## config.mk

```make
export PLATFORM = sky130hd
export DESIGN_NAME = pc_redirect_ctrl
export DESIGN_NICKNAME = d
export VERILOG_FILES = /design/src/rtl/pc_redirect_ctrl.sv
export SDC_FILE = /design/constraint.sdc
export NUM_CORES = 1
export LEC_CHECK = 0
export BUFFER_PORTS_ARGS = -buffer_cell sky130_fd_sc_hd__buf_2
export CORE_MARGIN = 2
export CORE_UTILIZATION = 44
export DETAILED_ROUTE_END_ITERATION = 12
export GPL_TIMING_DRIVEN = 0
export PLACE_DENSITY = 0.86
export SYNTH_ARGS = -nofsm -noshare
export SYNTH_HDL_FRONTEND = slang
export SYNTH_SLANG_ARGS = --single-unit
```

## constraint.sdc

```tcl
create_clock -name clk -period 4.7 [get_ports clk]
set_clock_uncertainty 0.05 [all_clocks]
set_input_delay 0.94 -clock clk [delete_from_list [all_inputs] [get_ports clk]]
set_output_delay 0.94 -clock clk [all_outputs]
set_load 0.005 [all_outputs]
```

## src/rtl/pc_redirect_ctrl.sv

```systemverilog
// pc_redirect_ctrl: sequences every non-sequential PC update.
// Branch writes go straight to the PC write port in the same cycle. Exceptions are
// arbitrated, the front end is flushed for DRAIN_CYCLES, and then the vector address is loaded.
// Optional feature macro: VECTOR_HIGH_EN (adds i_vec_high to select the high vector table).
module pc_redirect_ctrl #(
   parameter int unsigned DRAIN_CYCLES = 2,
   parameter logic [31:0] VECTOR_BASE  = 32'h0000_0000
) (
   input  logic        clk,
   input  logic        rst,
   input  logic        en,
   input  logic [31:0] i_pc,
   input  logic        i_br_valid,
   input  logic [31:0] i_br_target,
   input  logic [5:0]  i_exc_req,
   input  logic        i_irq_mask,
   input  logic        i_fiq_mask,
`ifdef VECTOR_HIGH_EN
   input  logic        i_vec_high,
`endif
   output logic        o_pc_en,
   output logic [31:0] o_pc_reg,
   output logic        o_flush,
   output logic        o_busy,
   output logic        o_exc_ack,
   output logic [2:0]  o_exc_cause,
   output logic [31:0] o_ret_addr
);

   typedef enum logic [1:0] {StRun, StDrain, StRedirect} state_e;

   // Bit positions inside i_exc_req
   localparam int unsigned BitUndef = 0;
   localparam int unsigned BitSwi   = 1;
   localparam int unsigned BitPabt  = 2;
   localparam int unsigned BitDabt  = 3;
   localparam int unsigned BitIrq   = 4;
   localparam int unsigned BitFiq   = 5;

   localparam logic [1:0] CntLoad = 2'(DRAIN_CYCLES - 1);

   state_e      state_q, state_d;
   logic [1:0]  cnt_q, cnt_d;
   logic [2:0]  cause_q, cause_d;
   logic [31:0] ret_addr_q, ret_addr_d;
   logic [31:0] base;

   logic [5:0]  pend;
   logic [2:0]  win_cause;
   logic [31:0] vec_offset;

`ifdef VECTOR_HIGH_EN
   logic [31:0] base_q, base_d;
   assign base = base_q;
`else
   assign base = VECTOR_BASE;
`endif

   // Mask irq/fiq with the CPSR bits and pick the winner: dabt > fiq > irq > pabt > undef > swi
   always_comb begin
      pend = i_exc_req;
      if (i_irq_mask) pend[BitIrq] = 1'b0;
      if (i_fiq_mask) pend[BitFiq] = 1'b0;
      win_cause = 3'd0;
      if (pend[BitDabt])       win_cause = 3'd4;
      else if (pend[BitFiq])   win_cause = 3'd6;
      else if (pend[BitIrq])   win_cause = 3'd5;
      else if (pend[BitPabt])  win_cause = 3'd3;
      else if (pend[BitUndef]) win_cause = 3'd1;
      else if (pend[BitSwi])   win_cause = 3'd2;
   end

   // Vector table offset for the latched cause
   always_comb begin
      vec_offset = 32'h0;
      case (cause_q)
         3'd1:    vec_offset = 32'h04;
         3'd2:    vec_offset = 32'h08;
         3'd3:    vec_offset = 32'h0C;
         3'd4:    vec_offset = 32'h10;
         3'd5:    vec_offset = 32'h18;
         3'd6:    vec_offset = 32'h1C;
         default: vec_offset = 32'h0;
      endcase
   end

   // Next-state and output decode; en=0 holds all state and suppresses the write/ack strobes
   always_comb begin
      state_d    = state_q;
      cnt_d      = cnt_q;
      cause_d    = cause_q;
      ret_addr_d = ret_addr_q;
`ifdef VECTOR_HIGH_EN
      base_d     = base_q;
`endif
      o_pc_en    = 1'b0;
      o_pc_reg   = 32'h0;
      o_flush    = 1'b0;
      o_busy     = 1'b0;
      o_exc_ack  = 1'b0;

      unique case (state_q)
         StRun: begin
            if (en) begin
               if (|pend) begin
                  // Accept: any coincident branch is dropped
                  cause_d    = win_cause;
                  ret_addr_d = i_pc;
                  cnt_d      = CntLoad;
                  o_flush    = 1'b1;
                  state_d    = StDrain;
`ifdef VECTOR_HIGH_EN
                  base_d     = i_vec_high ? 32'hFFFF_0000 : VECTOR_BASE;
`endif
               end else if (i_br_valid) begin
                  o_pc_en  = 1'b1;
                  o_pc_reg = i_br_target;
               end
            end
         end
         StDrain: begin
            o_flush = 1'b1;
            o_busy  = 1'b1;
            if (en) begin
               if (cnt_q == 2'd0) state_d = StRedirect;
               else               cnt_d   = cnt_q - 2'd1;
            end
         end
         StRedirect: begin
            o_busy   = 1'b1;
            o_pc_reg = base + vec_offset;
            if (en) begin
               o_pc_en   = 1'b1;
               o_exc_ack = 1'b1;
               state_d   = StRun;
            end
         end
         default: state_d = StRun;
      endcase

      // Reset quiets every output in the cycle it is applied
      if (rst) begin
         o_pc_en   = 1'b0;
         o_pc_reg  = 32'h0;
         o_flush   = 1'b0;
         o_busy    = 1'b0;
         o_exc_ack = 1'b0;
      end
   end

   // State registers with synchronous reset; a reset mid-sequence aborts without an ack
   always_ff @(posedge clk) begin
      if (rst) begin
         state_q    <= StRun;
         cnt_q      <= 2'd0;
         cause_q    <= 3'd0;
         ret_addr_q <= 32'h0;
`ifdef VECTOR_HIGH_EN
         base_q     <= VECTOR_BASE;
`endif
      end else begin
         state_q    <= state_d;
         cnt_q      <= cnt_d;
         cause_q    <= cause_d;
         ret_addr_q <= ret_addr_d;
`ifdef VECTOR_HIGH_EN
         base_q     <= base_d;
`endif
      end
   end

   assign o_exc_cause = cause_q;
   assign o_ret_addr  = ret_addr_q;

endmodule

```

Word level (Yosys, flattened, before mapping). Index checks and enable logic that the tools add are counted.

$add $sub $neg: 1. Equality and inequality tests: 14. Mux-type cells: 37. Reduce and logical (&&, ||, !) cells: 8.

Operator list (number): $mux 32 (4); $pmux 32 s2 (1); $pmux 5 s6 (1); $mux 2 (10); $mux 1 (14); $ne 2x2->1 const B (6); $reduce_and 5->1 (2); $eq 3x3->1 const B (3); $mux 3 (3); $eq 3x2->1 const B (2); $pmux 2 s3 (1); $reduce_or 6->1 (1); $logic_not 2->1 (2); $pmux 1 s2 (2); $pmux 2 s2 (1); $eq 3x1->1 const B (1); $reduce_and 3->1 (1); $eq 2x1->1 const B (1); $eq 2x2->1 const B (1); $reduce_bool 2->1 (1); $reduce_or 2->1 (1); $sub 2x1->2 const B (1).

Flip-flop bits (word level): 39. Input bits: 76. Output and inout bits: 71.

Longest topological paths before layout.
Word-level depth: 6. Depth in mapped cells: 8. Mapped depth without buffers: 7.

Least setup slack after synthesis. OpenSTA, ideal clock, no wires.

Kind: in2out. Start: input port i_exc_req[0]. End: output port o_pc_reg[0]. Arrival: 2.186 ns. Path slack: 1.524 ns. Stages: 6. Buffers on the path: 1. Cells stage by stage: or2_4 nor4_4 and3_4 nor2b_4 buf_6 and2_2.

Word-level cells in the longest chain between the ends: 5.

RTL lines: start, declared (line 15) `input logic [5:0] i_exc_req,`; $reduce_or 6->1 (line 105) `if (|pend) begin`; $mux 32 (line 105); $mux 32 (line 104) `if (en) begin`; $pmux 32 s2 (line 102) `unique case (state_q)`; $mux 32 (line 142) `if (rst) begin`; end, declared (line 22) `output logic [31:0] o_pc_reg,`.

No other way between the ends.

Worst setup path in the final report.
Start: input port i_exc_req[4]. End: output port o_flush.

Word-level cells in the longest chain between the ends: 6.

RTL lines: $mux 1 (line 62) `if (i_irq_mask) pend[BitIrq] = 1'b0;`; $reduce_or 6->1 (line 105); $mux 1 (line 105); $mux 1 (line 104); $pmux 1 s2 (line 102); $mux 1 (line 142); end, declared (line 23) `output logic o_flush,`.

No other way between the ends.

==> run summary <==
The initial core utilization was 0.459; the average size of a mapped cell was 8.06 µm². The detail route stage leaves a number of antenna-violating nets equal to 0. Global routing finished with a remaining overflow of 0. The number of buffers inserted to repair setup after CTS is 0, and the count of pins over their slew limit is 0. The sum of internal, switching and leakage power is 1.03 mW, and the number of storage elements in the synthesis netlist is 39. For the total routed wirelength, the log shows 5.67 mm. Measured along the x axis, the die boundary spans 71.4 µm.

The run finished with clean final reports. The share of the cycle needed by the critical path after routing is 0.760, and the total number of clock tree sinks is 39. The logs give 2 for the total number of H-tree levels and 0.00435 mm² for the placeable core area. On the critical path, the stage with the largest delay is an instance of nor2b_1. The HPWL after detailed placement is 4.53 mm. STA puts the critical path data required time at 3710 ps. The total power divided by cell area was 359 mW/mm². The die is 71.4 µm tall. The Yosys step of the flow raised 0 warnings.

At the worst endpoint, the arrival time is 2580 ps. Count of port buffers added during placement: 145. The tools report the via total after detailed routing as 2202.

The tools report the sequential share of the synthesized area as 0.391. For this run, design rule violations remaining after detail routing come to 0. The number of hold violations in the final report was 0.

On the worst path, the slowest cell contributes a delay of 520 ps. Summed over all failing endpoints, the final setup total negative slack is 0 ps. The relative area change from synthesis to final layout was 43.4%; the number of buffers created by CTS was 5. Max-cap violations in this run came to 0.

The tools report the count of cell types in the netlist as 35. The critical path's top delay family is simple AND/OR/NAND/NOR gates. The run gives 12 as the pin count of the biggest net entering global routing.

CTS placed an instance of clkbuf_8 at the clock tree root. The area of the mapped netlist came out at 0.00200 mm². In the routed layout, each cell is associated on average with a via count of 4.88. For the relative slew slack, the log shows 0.557.

The logs give 0 for the number of buffers added to fix hold violations after cts and 0 for the number of resized instances in the post-cts repair step. Setup violations remaining at the end of the flow were counted as 0. The worst setup path is launched from an input pin. The highest net fanout along the worst path came out at 10. The routed length per placed instance was 12.6 µm; the wire length of the first global-routing pass was 8.90 mm.

The share of cells above drive strength 1 was 0.471. The signal on the critical path passes through buf_2, nor2b_1, nor4_4, and2b_2, buf_4, buf_6, nor2_1, nor2_1, buf_2. The transition at the pin with the smallest max-transition slack came out at 663 ps. The critical path in this run is classified as input pin to output port. The worst min-delay path category was flip-flop to flip-flop. The congestion estimate from routability-driven global placement came to 0.724. TritonCTS built the clock tree. The first TritonRoute pass finished after 4 iterations.

The floorplan step defined a die boundary enclosing 0.00510 mm². Counting both buffers and inverters, the worst setup path holds a total of 4. Row generation in the floorplan step produced 24 rows. The top-level I/O count is 147, and the buffer depth of the longest clock path is 2.

The logs give 0.218 for the total routing resource utilization after global routing and 0 for the number of antenna violations at the first check in global routing. For this block, the initial DRC count from the detailed router was 55. At the end of the flow, the number of nets in the layout was 481.

Setup repair after global routing left no endpoint under its margin. After layout, the minimum clock period comes to 3570 ps. In the synthesized netlist, the number of instances is 248.

0 antenna diodes ended up in the layout. The run gives 2064 as the number of global-route vias before repair. Counting the fill cells in the layout gives 402.

The analysis attributes to cell leakage a power of 1.51 nW. The later pin in the worst-skew pair is clocked with a latency of 290 ps. The register-to-register setup slack is 2900 ps, and the number of nets produced by synthesis is 329.

After clock tree synthesis, the clock-pin slew on the worst setup and hold paths is 70 ps. VDD sags by at most 0.214 mV. Based on the critical path, the design can be clocked at up to 280 MHz. The worst setup path is captured at an output port.
-- cell usage in the layout, fill, tap and decap left out, drive strengths merged, types with 4 or more instances in the layout --
cell type,synthesis,layout
ha,5,5
nor2b,4,4
dfxtp,39,39
nand2,71,71
and2,30,30
a21oi,36,36
buf,11,156
inv,6,6
nor2,12,12
or2,4,4
clkbuf,4,9
-- routing by layer --
metal  track usage  vias to the layer above  part of all wire
met4        0.0692                        0             0.016
met1         0.235                      978              0.40
met5             0                        -                 0
li1              -                     1112                 -
met2         0.400                      102              0.49
met3        0.0703                       10             0.091
-- worst min-delay path, cell delays in order, from the launching register on --
cell and delay [ps]:
dfxtp_1 310, nand2_1 50, a21oi_1 50
-- Yosys cell counts --
library cell   n  area, µm²
and3b_1        1       8.76
a22oi_1        3       22.5
nor2b_1        3       18.8
a41oi_1        1       8.76
xnor2_1        1       8.76
o211ai_1       1       7.51
inv_1          6       22.5
a21oi_1       36        180
a32oi_1        1       8.76
buf_4          2       15.0
mux2i_1        3       30.0
and3_2         1       7.51
o21bai_1       1       7.51
dfxtp_1       39        781
and2_2        16        120
ha_1           5       62.6
nor2b_4        1       13.8
and4b_1        1       10.0
nor3_1         3       15.0
nand2_1       71        267
and2b_2        1       8.76
nor2_1        12       45.0
or2_4          1       8.76
o41ai_4        1       27.5
or2_2          2       12.5
nor4_1         2       12.5
and3_4         1       11.3
or2_1          1       6.26
a31oi_1        1       6.26
and2_1        14       87.6
clkbuf_1       4       15.0
buf_6          9        101
nor4_4         1       21.3
a31o_2         1       8.76
a32o_1         1       10.0
-- final cells by class --
| cell class | instances | area (µm²) | share of cell area |
|---|---|---|---|
| clock inverter | 1 | 7.51 | 0.00262 |
| timing repair buffer | 145 | 726 | 0.253 |
| buffer | 15 | 131 | 0.0459 |
| tap | 52 | 65.1 | 0.0227 |
| multi-input combinational | 188 | 1060 | 0.371 |
| sequential | 39 | 781 | 0.272 |
| clock buffer | 5 | 68.8 | 0.0240 |
| inverter | 6 | 22.5 | 0.00786 |
-- report_power, final --
| group | switching [mW] | leakage (nW) | internal (mW) |
|---|---|---|---|
| Combinational | 0.212 | 1.15 | 0.186 |
| Sequential | 0.0339 | 0.320 | 0.388 |
| Clock | 0.111 | 0.0361 | 0.0984 |
-- path summary, 6_finish.rpt --
path                              startpoint  cells after the start                          to
hold reg to reg   o_ret_addr[3]$_SDFFE_PP0N_                      2  o_ret_addr[3]$_SDFFE_PP0N_
setup / recovery                i_exc_req[4]                      9                     o_flush
setup reg to reg     state_q[0]$_SDFFE_PP0P_                      8  o_ret_addr[0]$_SDFFE_PP0N_
hold / removal    o_ret_addr[3]$_SDFFE_PP0N_                      2  o_ret_addr[3]$_SDFFE_PP0N_
-- registers in the layout, indices dropped and copies added, names as in the netlist --
register / flops
o_ret_addr: 32
o_exc_cause: 3
cnt_q: 2
state_q: 2
-- logic make-up (layout without fill, tap and decap cells) --
kind of cell / after synthesis / in the layout / share of synthesized area
AND/OR/NAND/NOR: 132 / 132 / 0.338
AO/OA/AOI/OAI: 47 / 47 / 0.144
flip-flops: 39 / 39 / 0.391
buffers and inverters: 21 / 172 / 0.0770
adder cells (fa/ha/maj): 5 / 5 / 0.0313
multiplexers: 3 / 3 / 0.0150
XOR/XNOR: 1 / 1 / 0.00438
-- stage by stage --
| stage | util | hold slack [ps] | cell area (µm²) | instances | setup slack (ps) |
|---|---|---|---|---|---|
| CTS | 0.658 | 404 | 2870 | 451 | 1160 |
| global placement | 0.641 | 388 | 2790 | 445 | 1180 |
| floorplan | - | 403 | 2000 | 248 | 1520 |
| global route | 0.658 | 423 | 2870 | 451 | 1030 |
| detailed placement | 0.641 | 395 | 2790 | 445 | 1160 |
| finish | 0.658 | 401 | 2870 | 451 | 1130 |
Power figures use the tool's default switching activity.
